File: config.mk
export PLATFORM = sky130hd
export DESIGN_NAME = rr_arb_mux
export DESIGN_NICKNAME = d
export VERILOG_FILES = /design/src/rtl/rr_arb_mux.sv
export SDC_FILE = /design/constraint.sdc
export NUM_CORES = 1
export LEC_CHECK = 0
export ABC_CLOCK_PERIOD_IN_PS = 2100
export BUFFER_PORTS_ARGS = -buffer_cell sky130_fd_sc_hd__clkbuf_2
export CORE_MARGIN = 2
export CORE_UTILIZATION = 42
export CTS_CLUSTER_DIAMETER = 40
export CTS_CLUSTER_SIZE = 12
export DETAILED_ROUTE_END_ITERATION = 10
export HOLD_SLACK_MARGIN = 0.08
export PLACE_DENSITY = 0.78
export SLEW_MARGIN = 0
export SYNTH_ARGS = -nofsm -noshare
export SYNTH_HDL_FRONTEND = slang
export SYNTH_SLANG_ARGS = --single-unit
export TNS_END_PERCENT = 20
File: constraint.sdc
create_clock -name clk -period 2.1 [get_ports clk]
set_input_delay 0.42 -clock clk [delete_from_list [all_inputs] [get_ports clk]]
set_output_delay 0.42 -clock clk [all_outputs]
set_load 0.02 [all_outputs]
File: src/rtl/rr_arb_mux.sv
// Registered M-to-1 channel multiplexer with fixed-select or round-robin arbitration.
// Optional build macro RR_ARB_MUX_XFER_CNT_EN adds a saturating 16-bit transfer counter output.
module rr_arb_mux #(
   parameter int N = 8,
   parameter int M = 4,
   localparam int SELW = $clog2(M)
) (
   input  logic              clk,
   input  logic              rst,
   input  logic [M*N-1:0]    in_data,
   input  logic [M-1:0]      in_valid,
   output logic [M-1:0]      in_ready,
   input  logic              mode,
   input  logic [SELW-1:0]   sel,
   output logic [N-1:0]      out_data,
   output logic              out_valid,
   input  logic              out_ready,
   output logic [SELW-1:0]   out_ch
`ifdef RR_ARB_MUX_XFER_CNT_EN
   ,
   output logic [15:0]       xfer_cnt
`endif
);

   // Valid/ready: a word moves across an interface on a rising edge where valid and
   // ready are both high; valid never depends on ready, and a held word stays stable.
   logic [N-1:0]    out_data_q, out_data_d;
   logic            out_valid_q, out_valid_d;
   logic [SELW-1:0] out_ch_q, out_ch_d;
   logic [SELW-1:0] ptr_q, ptr_d;

   logic            load;
   logic            grant_valid;
   logic [SELW-1:0] grant;
   logic [N-1:0]    grant_data;
   logic            xfer;
   int              rr_idx;

   // Reset gates the load path so nothing is offered upstream while rst is high.
   assign load = (~out_valid_q | out_ready) & ~rst;

   always_comb begin : grant_search
      grant_valid = 1'b0;
      grant       = '0;
      rr_idx      = 0;
      if (!mode) begin
         for (int i = 0; i < M; i++) begin
            if ((SELW'(i) == sel) && in_valid[i]) begin
               grant_valid = 1'b1;
               grant       = SELW'(i);
            end
         end
      end else begin
         for (int k = 0; k < M; k++) begin
            rr_idx = int'(ptr_q) + k;
            if (rr_idx >= M) begin
               rr_idx = rr_idx - M;
            end
            if (!grant_valid && in_valid[rr_idx]) begin
               grant_valid = 1'b1;
               grant       = SELW'(rr_idx);
            end
         end
      end
   end

   assign grant_data = in_data[int'(grant)*N +: N];
   assign xfer       = load & grant_valid;

   always_comb begin : ready_decode
      in_ready = '0;
      if (xfer) begin
         in_ready[grant] = 1'b1;
      end
   end

   always_comb begin : next_state
      out_data_d  = out_data_q;
      out_ch_d    = out_ch_q;
      out_valid_d = out_valid_q;
      ptr_d       = ptr_q;
      if (load) begin
         out_valid_d = grant_valid;
      end
      if (xfer) begin
         out_data_d = grant_data;
         out_ch_d   = grant;
         // Pointer advances only on round-robin transfers; explicit wrap covers non-power-of-two M.
         if (mode) begin
            ptr_d = (grant == SELW'(M - 1)) ? '0 : grant + 1'b1;
         end
      end
   end

   always_ff @(posedge clk) begin
      if (rst) begin
         out_data_q  <= '0;
         out_valid_q <= 1'b0;
         out_ch_q    <= '0;
         ptr_q       <= '0;
      end else begin
         out_data_q  <= out_data_d;
         out_valid_q <= out_valid_d;
         out_ch_q    <= out_ch_d;
         ptr_q       <= ptr_d;
      end
   end

   assign out_data  = out_data_q;
   assign out_valid = out_valid_q;
   assign out_ch    = out_ch_q;

`ifdef RR_ARB_MUX_XFER_CNT_EN
   logic [15:0] xfer_cnt_q, xfer_cnt_d;

   always_comb begin : cnt_next
      xfer_cnt_d = xfer_cnt_q;
      if (xfer && (xfer_cnt_q != 16'hFFFF)) begin
         xfer_cnt_d = xfer_cnt_q + 16'd1;
      end
   end

   always_ff @(posedge clk) begin
      if (rst) begin
         xfer_cnt_q <= '0;
      end else begin
         xfer_cnt_q <= xfer_cnt_d;
      end
   end

   assign xfer_cnt = xfer_cnt_q;
`endif

endmodule

==> results of run 1 <==
## critical path, delay by kind of cell
family | cells | cell delay [ns]
buffers and inverters | 2 | 0.21
and+or+nand+nor | 3 | 0.76
AOI/OAI and AO/OA | 1 | 0.07
muxes | 1 | 0.34
## through the flow
stage,instance area [um^2],setup slack [ns],TNS [ns]
2_1_floorplan,946,-0.0114,-0.0114
3_3_place_gp,1370,-0.202,-0.707
5_1_grt,1460,-0.173,-0.634
6_report,1460,-0.122,-0.388
3_5_place_dp,1370,-0.254,-1.07
4_1_cts,1440,-0.158,-0.454
## power groups by stage
stage	logic [W]	clock network [W]	registers, W
floorplan	0.000155	0	0.000321
global placement	0.000304	0	0.000293
detailed placement	0.000313	0	0.000294
CTS	0.000326	0.000169	0.000289
global route	0.000357	0.000182	0.000292
finish	0.000332	0.000163	0.000289
## placed cells by master, fill, tap and decap left out, drive strengths merged, types with 3 or more instances in the layout
| cell type | synthesis | final |
|---|---|---|
| nor2b | 3 | 3 |
| nand3b | 8 | 8 |
| mux2i | 19 | 19 |
| inv | 4 | 4 |
| dfxtp | 13 | 13 |
| nor2 | 8 | 8 |
| o221ai | 8 | 8 |
| buf | 3 | 22 |
| a21oi | 4 | 4 |
| nand2b | 4 | 4 |
| clkbuf | 2 | 55 |
## synthesized netlist by cell type
library cell / n
mux2i_1: 19
dfxtp_1: 13
nand3b_1: 8
nor2_1: 8
o221ai_2: 8
a21oi_1: 4
inv_1: 4
nand2b_1: 4
a211oi_1: 2
mux2_2: 2
nor2b_1: 2
or3_1: 2
a21boi_1: 1
a31o_2: 1
and3_1: 1
buf_2: 1
buf_4: 1
buf_6: 1
clkbuf_1: 1
clkbuf_4: 1
mux4_2: 1
nand2_2: 1
nand3_1: 1
nor2b_2: 1
nor4_1: 1
o21ai_0: 1
o21ai_1: 1
o31ai_2: 1
o41a_1: 1
or2_1: 1
xor2_1: 1
## kinds of logic after synthesis
kind of cell	after synthesis	synth area share, %
multiplexers	22	25.1
AO/OA/AOI/OAI	20	21.9
AND/OR/NAND/NOR	30	19.1
buffers and inverters	9	5.33
flip-flops	13	27.7
XOR/XNOR	1	0.934
## metal layers
| layer | GRT usage, % | up-vias |
|---|---|---|
| met5 | 0 | - |
| met4 | 7.89 | 0 |
| met3 | 7.02 | 9 |
| met2 | 40.3 | 37 |
| met1 | 22.7 | 497 |
| li1 | - | 504 |
## repair_timing
item,in CTS,in global routing
pin swaps,0,0
resized for setup,9,8
endpoints found under the setup margin,4,4
buffers inserted,0,0
## final cells by class
type	instances	area, um^2
clock buffer	3	22.5
clock inverter	1	5.00
fill	200	709
inverter	4	15.0
multi-input combinational	73	661
sequential	13	262
tap	28	35.0
timing repair buffer	74	460
## worst paths after layout
path | slack, ns | to | from
min | 0.44 | out_data[7]$_SDFFE_PP0P_ | in_data[7]
max | -0.12 | in_ready[2] | sel[0]
min reg2reg | 0.52 | out_data[0]$_SDFFE_PP0P_ | out_data[0]$_SDFFE_PP0P_
max reg2reg | 0.34 | out_data[6]$_SDFFE_PP0P_ | ptr_q[1]$_SDFFE_PP0P_
## flip-flops by register name, summed over array words and instances (netlist names)
signal,flops
ptr_q,2
out_data,8
out_valid,1
out_ch,2
==> impl_results.md, run 1 <==
* Routability-driven placement congestion ratio at 0.739
* Worst Tran Pin Value at 0.326 ns
* Met2 WL at 1450 um
* Die span in x at 51.3 um
* Largest net degree at the start of global routing at 15
* Critical Path RT at 1.68 ns
* Status: finished with violations
* # hold bufs at CTS at 0
* Hold WS at 0.441 ns
* CTS tree: done
* Startpoint types: input port
* Top Metal Used: met4
* Min-Delay Path Class: in2reg
* Post-Synthesis Cell Area at 938 um^2
* Vias in the first global route at roughly 1100
* Number of vias per cell at roughly 5.3
* Initial core utilization at 43.3%
* Clock root buffer: clkbuf_4
* Max_cap viols at 0
* Share of cells above drive strength 1 at between 50% and 60%
* Slowest cell delay on critical path at 0.38 ns
* Leading area contributor after synthesis: dfxtp_1
* Top cells by area, synth: dfxtp_1 28%, mux2i_1 20%, o221ai_2 13%
* Core area at 2170 um^2
* Post-DR wirelength/cell at 13.9 um
* # IOs at 57
* Clock power frac at 20.9%
* F_max at 0.450 GHz
* H-tree levels at 1
* Total Power at 0.000784 W
* Comb power frac at a little over two fifths
* Antenna cells at 0
* Synth Area per Inst at 9.88 um^2
* Pint at around 0.00051 W
* DP Cell Count at around 190
* Tcrit/Tclk final at 106%
* Layout area overhead at 55.6%
* Port Buffers at 56
* CP most frequent cell: buf_8
* Crit-path cells: buf_8, mux4_2, a21oi_2, or2_4, or3_4, nor2b_4, buf_8
* Worst-skew pair later-pin latency at 0.29 ns
* Syn nets at 137
* CTS Buf Count at 3
* Post-route ant nets at 0
* CP arrival at between 1.5 and 2 ns
* Critical path type: in2out
* Peak VDD IR at 0.000422 V
* Power density over the cells at approximately 540 nW/um^2
* Final hold vios at 0
* Library cells used by synthesis at 31
* Psw at between 0.0002 and 0.0003 W
* GRT Util Overall at a little over a fifth
* R2R depth at 8
* Clock skew at between 0.01 and 0.015 ns
* Switching Share at a little over a third
* Clock transition at path regs at 0.09 ns
* Sequential share of the synthesized area at around 28%
* DIE HEIGHT at 51.3 um
* Clock Sinks at 13
* Final Core Density at 67.3%
* Max FO, Critical Path at 4
* DRC at 0
* Min cycle time layout at around 2.2 ns
* Relative slew slack at 78.0%
* Die area at 2630 um^2
* Initial antenna violation count at 0
* RSZ-0062 raised after global routing: true
* Crit path capture type: output port
* M1 WL at 1040 um
* First-pass GRT wire length at 4260 um
* #FFs+latches synth at 13
* Fin nets at between 200 and 250
* Setup ws final at -0.122 ns
* YS warnings at 0
* Total gr overflow at 0
* Hold path depth at 3
* Post-detail-place hpwl at 2170 um
* Detail Route met3 WL at 176 um
* Sequential Power Share at 36.8%
* Fin cells at about 200
* Failing checks: setup timing
* CP max stage cell: or3_4
* DR vias at 1047
* Final setup vio count at 4
* Top-area cell type share of the netlist area at between 20% and 30%
* Total Routed Length at 2720 um
* Clock Path Buffers at 2
* Cells after synthesis at 95
* First DRT Iteration DRCs at 9
* TritonRoute pass-1 iters at 4
* Standard-cell rows at 17
* Leakage at 0.695 nW
* Max-slew violations at 0
No activity file was read; power rests on OpenSTA's default activity.
==> inputs of run 2 (changes only) <==
--- a/config.mk
+++ b/config.mk
@@ -5,15 +5,17 @@
 export SDC_FILE = /design/constraint.sdc
 export NUM_CORES = 1
 export LEC_CHECK = 0
-export ABC_CLOCK_PERIOD_IN_PS = 2100
+export ABC_CLOCK_PERIOD_IN_PS = 2300
 export BUFFER_PORTS_ARGS = -buffer_cell sky130_fd_sc_hd__clkbuf_2
 export CORE_MARGIN = 2
-export CORE_UTILIZATION = 42
+export CORE_UTILIZATION = 44
+export CTS_BUF_LIST = sky130_fd_sc_hd__clkbuf_4 sky130_fd_sc_hd__clkbuf_8
 export CTS_CLUSTER_DIAMETER = 40
 export CTS_CLUSTER_SIZE = 12
 export DETAILED_ROUTE_END_ITERATION = 10
 export HOLD_SLACK_MARGIN = 0.08
-export PLACE_DENSITY = 0.78
+export PLACE_DENSITY = 0.81
+export REMOVE_ABC_BUFFERS = 1
 export SLEW_MARGIN = 0
 export SYNTH_ARGS = -nofsm -noshare
 export SYNTH_HDL_FRONTEND = slang
==> constraint.sdc (replaced) <==
create_clock -name clk -period 2.3 [get_ports clk]
set_input_delay 0.46 -clock clk [delete_from_list [all_inputs] [get_ports clk]]
set_output_delay 0.46 -clock clk [all_outputs]
set_load 0.02 [all_outputs]
==> run 2 against run 1 <==
Net effect:
- the run still ends with setup timing left
- flip-flop and latch count stayed put
- critical endpoint is now in_ready[0]
- power is 11% lower
- via count down 3.5%
- die area decreased by 4.2%
- routed wire length shrank 4.2%
- final area fell by 5.0%
==> impl_results.md, run 2 (synthesis results as in run 1) <==
* Initial antenna violation count at 0
* Setup bufs post-CTS at 0
* First-pass GRT wire length at 4360 um
* Post-route ant nets at 0
* Setup ws final at -0.0183 ns
* Total Routed Length at about 2600 um
* Critical path type: in2out
* Max FO, Critical Path at 4
* Hold WS at 0.494 ns
* Tcrit/Tclk final at 101%
* Reg-to-reg setup timing slack at 0.46 ns
* Routability-driven placement congestion ratio at approximately 0.78
* Final setup vio count at 2
* H-tree levels at 1
* Max FFs per register at 8
* Max_cap viols at 0
* Min cycle time layout at 2.32 ns
* Relative slew slack at about four fifths
* Post-detail-place hpwl at 2110 um
* Filler cells at 164
* R2R depth at 7
* Worst Tran Pin Value at between 0.2 and 0.3 ns
* Peak VDD IR at around 0.00037 V
* M1 GR Usage at 27.9%
* DR vias at about 1000
* Leakage at 0.665 nW
* Total Power at slightly below 0.0007 W
* Port Buffers at 56
* F_max at 0.431 GHz
* Crit path capture type: output port
* Power density over the cells at 502 nW/um^2
* Startpoint types: input port
* First DRT Iteration DRCs at 7
* CTS Buf Count at 3
* Standard-cell rows at 16
* DIE HEIGHT at 50.2 um
* Die area at 2520 um^2
* Final Core Density at between 70 and 80%
* Worst-skew pair later-pin latency at around 0.27 ns
* Failing checks: setup timing
* CP arrival at 1.86 ns
* Vias in the first global route at 993
* Post_cts resized at 5
* Initial core utilization at 47.3%
* GRT met2 Usage at between 30% and 40%
* Antenna cells at 0
* Core area at 1980 um^2
* Fin nets at 207
* Share of cells above drive strength 1 at 56.7%
* Setup crit start: sel[0]
* Clock skew at 0.00913 ns
* Fin Setup TNS at -0.0316 ns
* Critical Path RT at approximately 1.8 ns
* # hold bufs at CTS at 0
* Largest net degree at the start of global routing at 15
* TritonRoute pass-1 iters at 7
* Clock Sinks at 13
* Total gr overflow at 0
* Clock root buffer: clkbuf_4
* Met3 usage at 4.76%
* Most frequent cells in the layout: 54 x clkbuf_2, 19 x mux2i_1, 14 x buf_4, 13 x dfxtp_1
* CTS tree: done
* Die span in x at 50.2 um
* Busiest metal layer after global routing: met2
* Post-DR wirelength/cell at 13.6 um
* Most common cell after layout, fill and taps aside: clkbuf_2
* Max-slew violations at 0
* Min-Delay Path Class: reg2reg
* RSZ-0062 raised after global routing: true
* DRC at 0
* Pre-CTS worst setup slack at -0.0741 ns
* GRT Util Overall at 22.7%
* Final hold vios at 0
* Clock Path Buffers at 2
* Reg2Reg Capture Point: out_data[5]$_SDFFE_PP0P_
* Worst Setup EP: in_ready[0]
* Status: finished with violations
* Number of vias per cell at roughly 5.3
* # IOs at 57
* Layout area overhead at 47.9%
* Clock transition at path regs at 0.07 ns
* Worst r2r src: ptr_q[1]$_SDFFE_PP0P_
## run 2: changes by cell type in the layout (fill, tap and decap cells not counted), sizes merged
| cell | previous run | this run |
|---|---|---|
| buf | 22 | 16 |
| clkbuf | 55 | 58 |
| clkinv | 1 | 0 |
## run 2: worst min path at each step
stage | to | slack [ns] | start | depth (start not counted)
global placement | ptr_q[0]$_SDFFE_PP0P_ | 0.48 | ptr_q[0]$_SDFFE_PP0P_ | 2
floorplan | ptr_q[0]$_SDFFE_PP0P_ | 0.45 | ptr_q[0]$_SDFFE_PP0P_ | 2
detailed placement | ptr_q[0]$_SDFFE_PP0P_ | 0.48 | ptr_q[0]$_SDFFE_PP0P_ | 2
global route | out_data[1]$_SDFFE_PP0P_ | 0.49 | in_data[1] | 3
finish | ptr_q[0]$_SDFFE_PP0P_ | 0.49 | ptr_q[0]$_SDFFE_PP0P_ | 2
CTS | out_data[2]$_SDFFE_PP0P_ | 0.49 | in_data[2] | 3
## run 2: layout make-up
type	count	area, um^2	area share [%]
clock buffers	4	30.0	2.16
inverters	4	15.0	1.08
multi-input cells	73	647	46.6
flip-flops and latches	13	260	18.8
well taps	27	33.8	2.43
repair buffers	70	402	28.9
## run 2: critical path: stages
cell and delay, ns:
clkbuf_2 0.10, mux4_2 0.34, a21oi_2 0.07, or2_4 0.25, or3_4 0.37, nor2_2 0.13, buf_6 0.13
## run 2: power by group
| group | switching [W] | internal (W) |
|---|---|---|
| Combinational | 0.000144 | 0.000137 |
| Sequential | 0.0000141 | 0.000250 |
| Clock | 0.0000724 | 0.0000789 |
| Total | 0.000231 | 0.000465 |
## run 2: per-stage QoR
stage	instance area, um^2	std cells
after floorplan	903	90
after global routing	1390	191
after CTS	1370	191
after global placement	1320	187
after detailed placement	1320	187
final	1390	191
## run 2: layer usage
layer	up-vias	part of all wire, %
li1	496	-
met1	466	41
met2	44	52
met3	4	6.7
met4	0	0.92
met5	-	0
